**src/rtl/alarm_ring_ctrl.sv**
```systemverilog
// Alarm buzzer sequencer: detects the alarm minute, then drives a timed beep
// cadence on aud_en with snooze, user-off and auto-timeout handling.
module alarm_ring_ctrl #(
  parameter int RING_SEC   = 60,
  parameter int SNOOZE_SEC = 300,
  parameter int MAX_SNOOZE = 3,
  parameter int BEEP_ON    = 1,
  parameter int BEEP_OFF   = 1
) (
  input  logic       clk,
  input  logic       rstn,
  input  logic       tick_sec,
  input  logic       bud_en,
  input  logic       off_bud,
  input  logic       snooze,
  input  logic [3:0] hourdec_now,
  input  logic [3:0] hourone_now,
  input  logic [3:0] mindec_now,
  input  logic [3:0] minone_now,
  input  logic [3:0] hourdec_bud,
  input  logic [3:0] hourone_bud,
  input  logic [3:0] mindec_bud,
  input  logic [3:0] minone_bud,
  output logic       aud_en,
  output logic       ringing,
  output logic       snoozing,
  output logic [2:0] snooze_cnt,
  output logic [1:0] state_dbg
);

  typedef enum logic [1:0] {
    IDLE   = 2'd0,
    ARMED  = 2'd1,
    RING   = 2'd2,
    SNOOZE = 2'd3
  } state_t;

  localparam logic [15:0] RING_LAST   = 16'(RING_SEC - 1);
  localparam logic [15:0] SNOOZE_LAST = 16'(SNOOZE_SEC - 1);
  localparam logic [15:0] BEEP_LAST   = 16'(BEEP_ON + BEEP_OFF - 1);
  localparam logic [15:0] BEEP_ON_W   = 16'(BEEP_ON);
  localparam logic [2:0]  MAX_SNZ     = 3'(MAX_SNOOZE);

  state_t      state, nxt_state;
  logic [15:0] sec_cnt, nxt_sec;
  logic [15:0] beep_cnt, nxt_beep;
  logic [2:0]  nxt_snz;
  logic        match, match_q, match_rise;
  logic        snooze_q, snooze_rise;

  assign match = (hourdec_now == hourdec_bud) && (hourone_now == hourone_bud) &&
                 (mindec_now == mindec_bud) && (minone_now == minone_bud);
  assign match_rise  = match & ~match_q;
  assign snooze_rise = snooze & ~snooze_q;
  assign state_dbg   = state;

  // Control events are tested before tick_sec, so a coincident tick is dropped.
  always_comb begin
    nxt_state = state;
    nxt_sec   = sec_cnt;
    nxt_beep  = beep_cnt;
    nxt_snz   = snooze_cnt;
    if (!bud_en) begin
      nxt_state = IDLE;
    end else begin
      case (state)
        IDLE: nxt_state = ARMED;
        ARMED: begin
          if (match_rise) begin
            nxt_state = RING;
            nxt_sec   = '0;
            nxt_beep  = '0;
            nxt_snz   = '0;
          end
        end
        RING: begin
          if (off_bud) begin
            nxt_state = ARMED;
          end else if (snooze_rise && (snooze_cnt < MAX_SNZ)) begin
            nxt_state = SNOOZE;
            nxt_sec   = '0;
            nxt_snz   = snooze_cnt + 3'd1;
          end else if (tick_sec) begin
            if (sec_cnt == RING_LAST) begin
              nxt_state = ARMED;
            end else begin
              nxt_sec  = sec_cnt + 16'd1;
              nxt_beep = (beep_cnt == BEEP_LAST) ? 16'd0 : beep_cnt + 16'd1;
            end
          end
        end
        SNOOZE: begin
          if (off_bud) begin
            nxt_state = ARMED;
          end else if (tick_sec) begin
            if (sec_cnt == SNOOZE_LAST) begin
              nxt_state = RING;
              nxt_sec   = '0;
              nxt_beep  = '0;
            end else begin
              nxt_sec = sec_cnt + 16'd1;
            end
          end
        end
        default: nxt_state = IDLE;
      endcase
    end
  end

  // Outputs are registered from the next-state values so they line up with state.
  always_ff @(posedge clk or negedge rstn) begin
    if (!rstn) begin
      state      <= IDLE;
      sec_cnt    <= '0;
      beep_cnt   <= '0;
      snooze_cnt <= '0;
      match_q    <= 1'b0;
      snooze_q   <= 1'b0;
      aud_en     <= 1'b0;
      ringing    <= 1'b0;
      snoozing   <= 1'b0;
    end else begin
      state      <= nxt_state;
      sec_cnt    <= nxt_sec;
      beep_cnt   <= nxt_beep;
      snooze_cnt <= nxt_snz;
      match_q    <= match;
      snooze_q   <= snooze;
      aud_en     <= (nxt_state == RING) && (nxt_beep < BEEP_ON_W);
      ringing    <= (nxt_state == RING);
      snoozing   <= (nxt_state == SNOOZE);
    end
  end

endmodule

```
**config.mk**
```make
export PLATFORM = sky130hd
export DESIGN_NAME = alarm_ring_ctrl
export DESIGN_NICKNAME = d
export VERILOG_FILES = /design/src/rtl/alarm_ring_ctrl.sv
export SDC_FILE = /design/constraint.sdc
export NUM_CORES = 1
export LEC_CHECK = 0
export CAP_MARGIN = 15
export CORE_MARGIN = 2
export CORE_UTILIZATION = 40
export CTS_CLUSTER_DIAMETER = 120
export DETAILED_ROUTE_END_ITERATION = 8
export GPL_ROUTABILITY_DRIVEN = 0
export GPL_TIMING_DRIVEN = 1
export PLACE_DENSITY = 0.69
export RECOVER_POWER = 25
export SYNTH_ARGS = -nofsm -noshare
export SYNTH_HDL_FRONTEND = slang
export SYNTH_SLANG_ARGS = --single-unit
```
**constraint.sdc**
```tcl
create_clock -name clk -period 2.5 [get_ports clk]
set_input_delay 0.375 -clock clk [delete_from_list [all_inputs] [get_ports clk]]
set_output_delay 0.375 -clock clk [all_outputs]
set_load 0.01 [all_outputs]
```
-- Yosys cells after proc, flatten, opt, wreduce, memory -nomap -nowiden
Index checks and enable logic that the tools add are counted.
- output and inout bits: 8
- register bits after elaboration: 42
- eq/ne operators: 19
- reduce and logical (&&, ||, !) cells: 10
- order comparisons: 2
- add/subtract/negate cells: 3
- bitwise operators: 4
- muxes and demuxes: 34
- operator list (operator ; count):
    $mux W16 ; 18
    $pmux W16 S3 ; 2
    $add A16 B1 Y16 const B ; 2
    $mux W2 ; 9
    $eq A16 B1 Y1 const B ; 1
    $eq A16 B6 Y1 const B ; 1
    $eq A16 B9 Y1 const B ; 1
    $eq A4 B4 Y1 ; 4
    $lt A16 B1 Y1 const B ; 1
    $ne A2 B2 Y1 const B ; 5
    $mux W3 ; 3
    $eq A2 B2 Y1 const B ; 4
    $pmux W2 S4 ; 1
    $reduce_and A8 Y1 ; 1
    $ne A3 B3 Y1 const B ; 2
    $pmux W3 S2 ; 1
    $logic_and A1 B1 Y1 ; 5
    $reduce_and A5 Y1 ; 1
    $add A3 B1 Y3 const B ; 1
    $lt A3 B2 Y1 const B ; 1
    $reduce_bool A3 Y1 ; 1
    $and A1 B1 Y1 ; 2
    $eq A2 B1 Y1 const B ; 1
    $logic_not A2 Y1 ; 1
    other kinds (2) ; 3

-- Longest topological paths before layout
- depth after elaboration: 10
- gate-level depth with buffers: 11
- gate-level depth less buffers: 10

-- Worst setup path before layout
Ideal clock, no wire load.
- kind: flip-flop to flip-flop
- start: register sec_cnt[0]
- end: register aud_en
- cell stages (with the launch flop): 10
- library setup time: 0.094 ns
- clock period less this slack: 2.808 ns
- setup slack: -0.308 ns
- data required time: 2.406 ns
- path buffers: 0
- arrival: 2.714 ns
- path through: dfrtp_1 > ha_1 > nor4bb_4 > nand4_1 > nand2_2 > or3_1 > o211a_1 > a211o_1 > or4_4 > nor4b_4
- cells in the longest elaborated chain, start to end: 9
- elaborated cells on any way between the ends: 23
- classes of those cells: order compare: 1; eq/ne: 3; mux: 18; reduce/logical: 1
- ends and longest elaborated chain (item ; RTL line ; source):
    from (decl) ; 45 ; logic [15:0] sec_cnt, nxt_sec;
    from (signal assigned) ; 124 ; sec_cnt <= nxt_sec;
    $eq A16 B6 Y1 ; 84 ; if (sec_cnt == RING_LAST) begin
    $mux W16 ; 84 ;
    $mux W16 ; 83 ; end else if (tick_sec) begin
    $mux W16 ; 79 ; end else if (snooze_rise && (snooze_cnt < MAX_SNZ)) begin
    $mux W16 ; 77 ; if (off_bud) begin
    $pmux W16 S3 (*) ; 66 ; case (state)
    $mux W16 (*) ; 63 ; if (!bud_en) begin
    net nxt_beep[15] ; 46 ; logic [15:0] beep_cnt, nxt_beep;
    $lt A16 B1 Y1 (*) ; 129 ; aud_en <= (nxt_state == RING) && (nxt_beep < BEEP_ON_W);
    $logic_and A1 B1 Y1 (*) ; 129 ;
    to (signal assigned) ; 129 ;
    to (decl) ; 24 ; output logic aud_en,
Mark *: on every way through the listed nets, which the timed path passes. The rest lies on a longest branch.
A chain may end at the register's enable or synchronous reset.

-- Worst setup path after layout
- start: register sec_cnt[1]
- end: register aud_en
The elaborated chain is that of the path after synthesis.

==> results.txt <==
----------------------------------------------------
[Run status]
  Outcome ... complete, but fails checks
  Violations in the final reports ... negative setup slack

[Critical path]
  Critical register-to-register path endpoint ... aud_en
  Type of element launching the critical path ... register
  Crit path capture type ... register
  Setup slack of the most critical reg-to-reg path ... -0.19 ns
  Start of the worst register-to-register path ... sec_cnt[1]
  Critical Path Fanout Max ... 5
  Worst Path Required ... 2.71 ns
  Arrival time at the worst endpoint ... 2.90 ns
  Critical path class ... reg -> reg
  Reg2reg path depth ... 9

[CTS]
  H-Tree Depth ... 2
  TritonCTS buffer count ... 5
  Root buffer cell ... sky130_fd_sc_hd__clkbuf_8
  Maximum buffer depth of the clock tree ... 2
  Clock tree from TritonCTS ... yes
  CTS hold repair buffers ... 0
  Clock sink total ... 42
  Insertion delay of the later-clocked pin in the worst-skew pair ... 0.29 ns
  Clock slew seen by the registers of the worst setup and hold paths ... 0.08 ns

[Final layout]
  Final core utilization ... 63.1%
  Layout Cells excl Fill ... 545
  Area added between synthesis and finish ... 53.7%
  Total Nets Final ... 507
  Fraction of final layout cells sized beyond drive strength 1 ... 31.4%
  Antenna Cells ... 0

[Worst hold path]
  Classification of the worst-slack hold path ... in -> async

[Floorplan]
  Core area ... 6760 sq um
  DIE HEIGHT ... 87.2 um
  Die area ... 7610 sq um
  Effective utilization at floorplan ... 41.0%
  Std cell rows ... 30
  Horiz. Die Dim ... 87.2 um
  Num ports ... 46

[Drt]
  Starting DRC count in detailed routing ... 165
  Routed length per instance ... 14.9 um
  DR vias ... 3027
  Routed Wire Length ... 8100 um
  Post-detailed-route via-to-cell ratio ... 5.55
  Count of nets left with antenna violations after detail routing ... 0
  Post-route DRC ... 0
  Drt pass-1 iters ... 4

[Synth]
  Total nets after synthesis ... 360
  Post-synth top cells ... sky130_fd_sc_hd__dfrtp_1 (42), sky130_fd_sc_hd__nor2_1 (37), sky130_fd_sc_hd__o21ai_0 (35), sky130_fd_sc_hd__nand2_1 (19)
  Number of flops mapped to enable cells by yosys ... 0
  Post-synthesis instance area ... 2770 sq um
  Top-count cell post-synth ... sky130_fd_sc_hd__dfrtp_1
  Sequential share of the synthesized area ... 37.9%
  Dominant cell type by area after synthesis ... sky130_fd_sc_hd__dfrtp_1
  Main area contributors after synthesis ... sky130_fd_sc_hd__dfrtp_1 (38%), sky130_fd_sc_hd__o21ai_0 (6.3%), sky130_fd_sc_hd__xnor2_1 (5.1%)
  FFs w/ async S/R, synth ... 100%
  Count of distinct cell types in the synthesized netlist ... 59
  Fraction of post-synthesis cell area in the top cell type by area ... 37.9%
  Yosys warning total ... 0
  Number of cells produced by synthesis ... 318
  Synthesized area per cell ... 8.72 sq um
  Most frequently used flop master after synthesis ... sky130_fd_sc_hd__dfrtp_1
  Count of state elements after synthesis ... 42

[Power]
  Maximum vdd ir drop ... 0.188 mV
  Net switching component of the power ... 285 uW
  Clock network fraction of total power ... 33.9%
  Leakage power summed over all cells ... 0.00198 uW
  Logic pwr share ... 11.0%
  Design Power ... 1240 uW
  Cell internal power dissipation ... 955 uW
  Total power density per cell area ... 291 nW/um^2
  Sequential share of power ... 55.1%
  Switching Share ... 23.0%

[Timing]
  Actual transition at the worst max-transition pin ... 1.09 ns
  Maximum clock frequency ... 372 MHz
  Final Cycle Share ... 107%
  Post-route setup TNS ... -0.186 ns
  Worst-case clock skew ... 0.00746 ns
  Final setup slack of the worst path ... -0.186 ns
  Hold violation total from the final report ... 0
  Headroom to the max-slew limit ... 27.6%
  Minimum clock period ... 2.69 ns
  Final setup violation count ... 1
  Unrepaired setup endpoints after global routing ... true
  Max Transition Viols Final ... 0

[Placed design]
  Setup WS pre-CTS ... -0.613 ns
  Port buffer count ... 45
  Count of placed standard cells including taps ... 531
  Detailed Place HPWL ... 6300 um

[GRT]
  Met3 capacity usage during global routing ... 3.32%
  Total overflow reported by the global router ... 0
  Largest net degree at the start of global routing ... 43
  Global-route usage over all layers ... 22.7%
  Vias in the first global route ... 3083
  Wire length of the first global-routing pass ... 13800 um
  Met1 GRT Util ... 27.6%
  Met2 track demand over resource ... 41.8%
  Busiest layer in global routing ... met2
  Number of antenna violations at the first check in global routing ... 0

[Run]
  Max-Cap Viols ... 0

----------------------------------------------------
## logic make-up (layout without fill, tap and decap cells)
kind of cell,count (synthesis),in the layout,synth area share (%)
and+or+nand+nor,146,146,30.9
AOI/OAI and AO/OA,86,86,19.9
DFF,42,42,37.9
buffers and inverters,22,169,3.70
xor gates and xnor gates,16,16,5.06
adders and majority gates,4,4,1.81
muxes,2,2,0.767
## state kept, by name, indices dropped and copies added (netlist names)
name	count
beep_cnt	16
snooze_q	1
state_dbg	2
aud_en	1
match_q	1
snoozing	1
ringing	1
snooze_cnt	3
sec_cnt	16
## cell usage in the layout, fill, tap and decap left out, types with 7 or more instances in the layout
master	instances
sky130_fd_sc_hd__nand2b_1	7
sky130_fd_sc_hd__nand4_1	12
sky130_fd_sc_hd__dlygate4sd2_1	9
sky130_fd_sc_hd__and3_1	11
sky130_fd_sc_hd__inv_1	13
sky130_fd_sc_hd__nand3_1	15
sky130_fd_sc_hd__dfrtp_1	42
sky130_fd_sc_hd__a21oi_1	10
sky130_fd_sc_hd__nor4_1	8
sky130_fd_sc_hd__nand2_1	19
sky130_fd_sc_hd__clkdlybuf4s50_1	30
sky130_fd_sc_hd__buf_4	100
sky130_fd_sc_hd__nor2_1	35
sky130_fd_sc_hd__xnor2_1	16
sky130_fd_sc_hd__o21ai_0	33
## power by group through the flow
stage	sequential, uW	combinational, uW	clock, uW
after global routing	684	150	463
after floorplan	697	42.0	0
after CTS	684	140	437
after global placement	697	142	0
final	684	136	420
after detailed placement	697	145	0
## critical path, cell delays in order, from the launching register on
cell                       delay [ns]
sky130_fd_sc_hd__dfrtp_1         0.38
sky130_fd_sc_hd__ha_2            0.19
sky130_fd_sc_hd__nor4bb_4        0.29
sky130_fd_sc_hd__nand4_1         0.18
sky130_fd_sc_hd__o21ai_1         0.17
sky130_fd_sc_hd__nand3_1         0.13
sky130_fd_sc_hd__and2_4          0.18
sky130_fd_sc_hd__a221o_2         0.37
sky130_fd_sc_hd__or4_4           0.50
sky130_fd_sc_hd__nor4b_4         0.21
## cell type report
class                           instances  area, sq um
Inverter                               14         52.6
Sequential cell                        42         1050
Fill cell                             608         2500
Clock buffer                            7         76.3
Tap cell                               80          100
Timing Repair Buffer                  148         1230
Multi-Input combinational cell        254         1750
## how the worst max path moves through the flow
stage | startpoint | endpoint | slack [ns]
2_1_floorplan | beep_cnt[1] | aud_en | -0.11
3_3_place_gp | hourdec_bud[3] | aud_en | -0.50
3_5_place_dp | hourdec_now[3] | aud_en | -0.61
4_1_cts | hourdec_bud[2] | aud_en | -0.21
5_1_grt | sec_cnt[1] | aud_en | -0.30
6_report | sec_cnt[1] | aud_en | -0.19
## per-stage QoR
| step | hold slack, ns | area [sq um] |
|---|---|---|
| finish | 0.276 | 4260 |
| global route | 0.350 | 4260 |
| CTS | 0.274 | 4200 |
| detailed placement | 0.559 | 4020 |
| global placement | 0.547 | 4020 |
| floorplan | 0.0794 | 2800 |
## timing repair
item,in CTS,in global routing
gates resized for setup,24,15
setup buffers,7,1
pin swaps,12,8
endpoints found under the hold margin,0,0
endpoints found under the setup margin,14,16
## layer usage
layer / share of wire, % / wire (um) / vias up
met5: 0 / 0 / -
met4: 2.2 / 178 / 0
met3: 5.4 / 439 / 21
met2: 51 / 4160 / 102
met1: 41 / 3330 / 1427
li1: - / - / 1477
Note: power is estimated with default switching activity, not from simulation.
